--- src/rtl/perceptron_trainer_seq.sv ---
// perceptron_trainer_seq: online perceptron trainer/classifier with serial MAC, step activation and error-driven update.
// Optional PERCEPTRON_SAT_EN clamps updated weights/bias instead of wrapping them.
module perceptron_trainer_seq #(
    parameter int DIM      = 4,
    parameter int DW       = 8,
    parameter int WW       = 16,
    parameter int ACC_W    = DW + WW + $clog2(DIM + 2),
    parameter int LR_SHIFT = 0,
    parameter int AW       = $clog2(DIM + 1)
) (
    input  logic              clk,
    input  logic              rst_n,
    input  logic              s_valid,
    output logic              s_ready,
    input  logic [DIM*DW-1:0] s_x,
    input  logic              s_y,
    input  logic              s_train,
    output logic              o_valid,
    output logic              o_pred,
    output logic              o_err,
    input  logic              w_wr_en,
    input  logic [AW-1:0]     w_addr,
    input  logic [WW-1:0]     w_wdata,
    output logic [WW-1:0]     w_rdata,
    output logic [15:0]       upd_cnt,
    output logic              busy
);
    typedef enum logic [1:0] {IDLE, MAC, UPD, RESP} state_t;
    state_t state, state_nx;
    logic signed [WW-1:0]    w [DIM+1];
    logic signed [WW-1:0]    w_nx [DIM+1];
    // x_r[DIM] is held at 1 so the bias goes through the same MAC path as the features
    logic signed [DW-1:0]    x_r [DIM+1];
    logic                    y_r, train_r;
    logic [AW-1:0]           k;
    logic signed [ACC_W-1:0] acc;
    logic signed [DW+WW-1:0] prod;
    logic                    hs, pred, err, do_upd;
    assign s_ready = (state == IDLE) && !w_wr_en;
    assign hs      = s_valid && s_ready;
    assign busy    = state != IDLE;
    assign o_valid = state == RESP;
    assign pred    = acc > 0;
    assign err     = pred != y_r;
    assign do_upd  = (state == UPD) && train_r && err;
    assign prod    = x_r[k] * w[k];
    assign w_rdata = (w_addr <= AW'(DIM)) ? w[w_addr] : '0;
    always_comb begin
        state_nx = state;
        unique case (state)
            IDLE:    state_nx = hs ? MAC : IDLE;
            MAC:     state_nx = (k == AW'(DIM)) ? UPD : MAC;
            UPD:     state_nx = RESP;
            default: state_nx = IDLE;
        endcase
    end
    genvar g;
    for (g = 0; g <= DIM; g++) begin : g_upd
        logic signed [DW-1:0] xs;
        logic signed [WW:0]   d, s;
        assign xs = x_r[g] >>> LR_SHIFT;
        assign d  = (g == DIM) ? (WW+1)'(1) : {{(WW+1-DW){xs[DW-1]}}, xs};
        assign s  = {w[g][WW-1], w[g]} + (y_r ? d : -d);
`ifdef PERCEPTRON_SAT_EN
        assign w_nx[g] = (s[WW] ^ s[WW-1]) ? {s[WW], {(WW-1){~s[WW]}}} : s[WW-1:0];
`else
        assign w_nx[g] = s[WW-1:0];
`endif
    end
    always_ff @(posedge clk) begin
        if (!rst_n) begin
            state   <= IDLE;
            k       <= '0;
            acc     <= '0;
            y_r     <= 1'b0;
            train_r <= 1'b0;
            o_pred  <= 1'b0;
            o_err   <= 1'b0;
            upd_cnt <= '0;
            for (int i = 0; i <= DIM; i++) begin
                w[i]   <= '0;
                x_r[i] <= '0;
            end
        end else begin
            state <= state_nx;
            if (hs) begin
                for (int i = 0; i < DIM; i++) x_r[i] <= s_x[i*DW +: DW];
                x_r[DIM] <= DW'(1);
                y_r      <= s_y;
                train_r  <= s_train;
                acc      <= '0;
                k        <= '0;
            end
            if (state == MAC) begin
                acc <= acc + ACC_W'(prod);
                k   <= k + 1'b1;
            end
            if (state == IDLE && w_wr_en && w_addr <= AW'(DIM)) w[w_addr] <= w_wdata;
            if (do_upd) begin
                for (int i = 0; i <= DIM; i++) w[i] <= w_nx[i];
                upd_cnt <= upd_cnt + {15'd0, upd_cnt != 16'hFFFF};
            end
            if (state == UPD) begin
                o_pred <= pred;
                o_err  <= err;
            end
        end
    end
endmodule

--- config.mk ---
export PLATFORM = sky130hd
export DESIGN_NAME = perceptron_trainer_seq
export DESIGN_NICKNAME = d
export VERILOG_FILES = /design/src/rtl/perceptron_trainer_seq.sv
export SDC_FILE = /design/constraint.sdc
export NUM_CORES = 1
export LEC_CHECK = 0
export ABC_AREA = 1
export CAP_MARGIN = 20
export CELL_PAD_IN_SITES_DETAIL_PLACEMENT = 0
export CELL_PAD_IN_SITES_GLOBAL_PLACEMENT = 1
export CORE_MARGIN = 4
export CORE_UTILIZATION = 45
export CTS_BUF_LIST = sky130_fd_sc_hd__clkbuf_4 sky130_fd_sc_hd__clkbuf_8
export DETAILED_ROUTE_END_ITERATION = 10
export PLACE_DENSITY = 0.84
export SLEW_MARGIN = 5
export SYNTH_ARGS = -nofsm -noshare
export SYNTH_HDL_FRONTEND = slang
export SYNTH_SLANG_ARGS = --single-unit
--- constraint.sdc ---
create_clock -name clk -period 6.4 [get_ports clk]
set_input_delay 0.96 -clock clk [delete_from_list [all_inputs] [get_ports clk]]
set_output_delay 0.96 -clock clk [all_outputs]
set_load 0.005 [all_outputs]
== After elaboration in Yosys (flattened, before gate mapping) ==
Memory sizes are Yosys's and may differ from the RTL's. A register that Yosys moved wholly into a read port is not among the register bits.
Cells that the tools add are included.

* Add/sub/neg operators: 12
* Multipliers: 1
* Order comparisons: 2
* Eq/ne operators: 6
* Multiplexer cells: 40
* Bitwise gates (word level): 10
* Reductions and logical operators: 11

{| class="wikitable"
|+ Operators with widths
! kind !! count
|-
| 16-bit 2-to-1 mux || 12
|-
| 16-bit adder || 5
|-
| 16-bit negator || 4
|-
| 27-bit 2-to-1 mux || 2
|-
| 8-bit 2-to-1 mux || 5
|-
| 27-bit by 24-bit adder with 27-bit output || 1
|-
| 27-bit by 1-bit greater-than comparator with 1-bit output, second input constant || 1
|-
| 8-bit by 16-bit multiplier with 24-bit output || 1
|-
| 3-bit 2-to-1 mux || 7
|-
| 16-bit by 1-bit adder with 16-bit output || 1
|-
| 16-bit != test, second input constant || 1
|-
| 16-bit OR reduction || 1
|-
| 1-bit 2-to-1 mux || 12
|-
| 1-bit bitwise OR || 10
|-
| 1-bit logical AND || 6
|-
| 2-bit one-hot mux with 3 select lines || 1
|-
| 2-bit == test, second input constant || 2
|-
| 2-bit nonzero test || 2
|-
| 3-bit by 1-bit adder with 3-bit output, second input constant || 1
|-
| 3-bit == test, second input constant || 1
|-
| 3-bit less-or-equal comparator, second input constant || 1
|-
| 2-bit by 1-bit == test with 1-bit output, second input constant || 1
|-
| 2-bit logical NOT || 1
|-
| 2-bit 2-to-1 mux || 1
|-
| 2 further kinds || 2
|}

* Register bits after elaboration: 52
* Memory bits (writable): 120
* Bits of input ports: 57
* Logic and storage cells: 92
* Memories kept: 2

{| class="wikitable"
|+ Memories
! memory !! depth !! width !! rd ports !! clocked after Yosys merged registers in !! write ports !! RTL line !! text
|-
| w || 5 || 16 || 7 || 1 || 5 || 30 || <nowiki>logic signed [WW-1:0] w [DIM+1];</nowiki>
|-
| x_r || 5 || 8 || 5 || 1 || 5 || 33 || <nowiki>logic signed [DW-1:0] x_r [DIM+1];</nowiki>
|}

== Longest topological paths before layout ==
Gate-level depths: netlist of run 1.

* Depth after elaboration: 8
* Gate-level depth with buffers: 32

== Worst setup path before layout of run 1 ==
No wires, ideal clock.

* Path type: register to register
* From: reg (tool-made name)
* To: reg acc[16]
* Library setup time: 0.132 ns
* Arrival: 5.555 ns
* Required time: 6.268 ns
* Path slack: 0.713 ns
* Stages on the path, launching flop included: 24
* Buffers on the path: 2
* Cell sequence: dfxtp_1 inv_2 buf_2 buf_1 nor2_1 o21ai_0 o21ai_0 nor2_1 inv_1 fa_1 inv_1 fa_1 fa_1 fa_1 ha_1 ha_1 nand2_1 inv_1 nand2_1 nor3_1 a21oi_1 or2_2 nand2_1 a21oi_1

{| class="wikitable"
|+ RTL lines
! element !! RTL line !! text
|-
| end signal, assigned || 95 || <nowiki>acc <= acc + ACC_W'(prod);</nowiki>
|-
| end, declared || 36 || <nowiki>logic signed [ACC_W-1:0] acc;</nowiki>
|}

==> impl_metrics.yaml, run 1 <==
cells_and_area:
  area_delta_synth_final_pct: 13.0
  utilization: 0.513
  design_area_sq_mm: 0.0238
  instances_no_fill: 3567
  drive_gt1_frac: 0.0490
  diodes: 0
  final_cell_mix: "nand2_1 (656), inv_1 (422), nor2_1 (258), a21oi_1 (231), o21ai_0 (172)"
  final_common_cell: "nand2_1"
  fill_cells: 4675
  nets: 3273
global_routing:
  grt_pass1_wl_um: 111000
  antenna_found_initial: 2
  grt_max_degree: 75
  grt_pass1_vias: 19100
  grt_usage: 0.285
  grt.overflow.total: 0
worst_setup_path:
  cp_max_fo: 32
  setup.worst_path.end_class: "register"
  crit_type: "reg -> reg"
  cp_slowest_cell: "fa_1"
  start_kind: "register"
  cp.required_ns: 6.86
  crit_arrival_ns: 6.49
  max_stage_delay_ns: 0.57
placement:
  gp_congestion: 0.973
  dp.final_hpwl_um: 58200
  io_buffers: 93
  place_ws_ns: 0.315
  dpl_cell_area_sq_mm: 0.0229
  dp.cells: 3486
timing:
  holdWs_ns: 0.467
  maxSlewViolCount: 0
  worst_slack_ns: 0.369
  fin_crit_sh: 0.942
  final-hold-violation-count: 0
  max_slew_margin: 0.335
  setup_viol: 0
  skew_ns: 0.0306
  fin_crit_ns: 6.03
  fmax_mhz: 166
  tightest_slew_ns: 0.996
floorplan:
  initial_core_util: 0.454
  core_area_sq_mm: 0.0465
  die-area_sq_mm: 0.0504
  die_h_um: 225
  fp.dieW_um: 225
  ioPinCount: 94
  row_count: 79
detailed_routing:
  viasPerCell: 5.52
  drt_first_pass_iters: 6
  avgRoutedWirePerCell_um: 20.3
  via_count: 19700
  ant_nets: 0
  drcViolationCount: 0
  drtIter0Drc: 1799
  wl_um: 72400
pwr:
  switchingPower_mw: 5.21
  leakage_nw: 11.2
  intPower_mw: 5.05
  peakVddDrop_mv: 0.387
  powerDensity_mw_per_mm2: 430
  p_clk_frac: 0.158
  combinationalPowerShare: 0.672
  pwr-share-seq: 0.170
  swShare: 0.508
hold_path:
  holdCritPathClass: "reg -> reg"
clocking:
  cts_tree: "yes"
  htreeDepth: 2
  cts_sinks: 216
  cts_hold_buf: 0
  post-cts-setup-buffers: 0
  clkSlewWorstSetupHoldPaths_ns: 0.06
  clock_latency_ns: 0.62
  clk_path_buf_depth: 3
  cts_buffers: 44
  cts-root-buf: "clkbuf_8"
synth:
  syn_inst: 2790
  ys_seq_elements: 216
  yosys.area.top_type: "edfxtp_1"
  synth_edf_count: 161
  synth_area_sq_mm: 0.0211
  yosysWarnings: 0
  yosysSeqAreaShare: 0.281
  synthTopCellsByArea: "edfxtp_1 (23%), fa_1 (14%), nand2_1 (12%)"
  yosysUniqueCellTypes: 45
  synth_top_area_share: 0.229
  synth-async-reset-ratio: 0
  syn_area_per_cell_sq_um: 7.57
  synth_ff_type: "edfxtp_1"
outcome:
  outcome: "finished clean"
run:
  maxCapViolations: 0
-- worst max-delay path: cells and delay by family (launching register included) --
kind                     cells  cell delay, ns
adder cells (fa/ha/maj)      6            2.62
AO/OA/AOI/OAI                4            0.49
AND/OR/NAND/NOR             10            1.42
flip-flops                   1            0.31
buffers and inverters        6            1.02
-- power by group through the flow --
| stage | Sequential (mW) | Combinational [mW] | Clock [mW] |
|---|---|---|---|
| 3_3_place_gp | 1.76 | 6.76 | 0 |
| 3_5_place_dp | 1.77 | 6.81 | 0 |
| 4_1_cts | 1.74 | 6.88 | 1.65 |
| 6_report | 1.74 | 6.89 | 1.62 |
| 5_1_grt | 1.75 | 7.95 | 1.71 |
| 2_1_floorplan | 1.71 | 5.03 | 0 |
-- timing repair --
action | CTS | global route
setup endpoints to repair | 0 | 5
endpoints found under the hold margin | 0 | 0
gates resized for setup | 0 | 3
-- metrics by stage --
stage                     power, mW  setup TNS (ns)
after global placement         8.52               0
after CTS                      10.3               0
after floorplan                6.74               0
after global routing           11.4         -0.0241
after detailed placement       8.58               0
final                          10.3               0
-- worst paths after layout --
kind	end	from	cells after the start	slack, ns
setup / recovery	acc[21]	register	26	0.37
hold / removal	acc[7]	acc[7]	2	0.47
setup reg to reg	acc[21]	register	26	0.37
hold reg to reg	acc[7]	acc[7]	2	0.47
-- cell families (layout without fill, tap and decap cells) --
family	after synthesis	in the layout	synth area share
and+or+nand+nor	1208	1208	0.242
buffers and inverters	506	629	0.0922
AOI/OAI and AO/OA	492	492	0.128
adders and majority gates	291	291	0.224
DFF	216	216	0.281
xor gates and xnor gates	76	76	0.0315
other	1	48	0.000178
-- sequential cells by signal, indices dropped and copies added (netlist names), named ones only --
name / cells
w: 128
state: 2
k: 3
acc: 27
x_r: 33
upd_cnt: 16
o_err: 1
o_pred: 1
y_r: 1
train_r: 1
-- metal layers --
metal,wire [um],GRT usage
met5,0,0
met2,33200,0.456
met4,2250,0.0893
met1,31400,0.401
met3,5480,0.0466
-- final cells by class --
cell class,count,area (sq um),share of cell area
Clock buffer,65,769,0.0323
Multi-Input combinational cell,2115,13400,0.562
Inverter,432,1620,0.0680
Clock inverter,16,193,0.00808
Tap cell,607,759,0.0318
Timing Repair Buffer,116,1160,0.0485
Sequential cell,216,5940,0.249
-- Yosys cell counts, types with 17 or more instances --
library cell / instances
a21oi_1: 231
nand2_1: 656
o211ai_1: 21
or2_2: 17
fa_1: 146
nand3b_1: 19
xnor2_1: 28
clkbuf_1: 37
inv_1: 423
o21ai_0: 172
nor2_1: 259
edfxtp_1: 161
nor3_1: 25
nand3_1: 168
buf_2: 29
ha_1: 145
nand4_1: 42
xor2_1: 48
dfxtp_1: 55
No activity file was read; power rests on OpenSTA's default activity.
==> run 2, diff against run 1 <==
CTS_CLUSTER_SIZE = 28   (was unset)
==> results of run 2 <==
Final layout, timing and power as in run 1 (identical DEF).
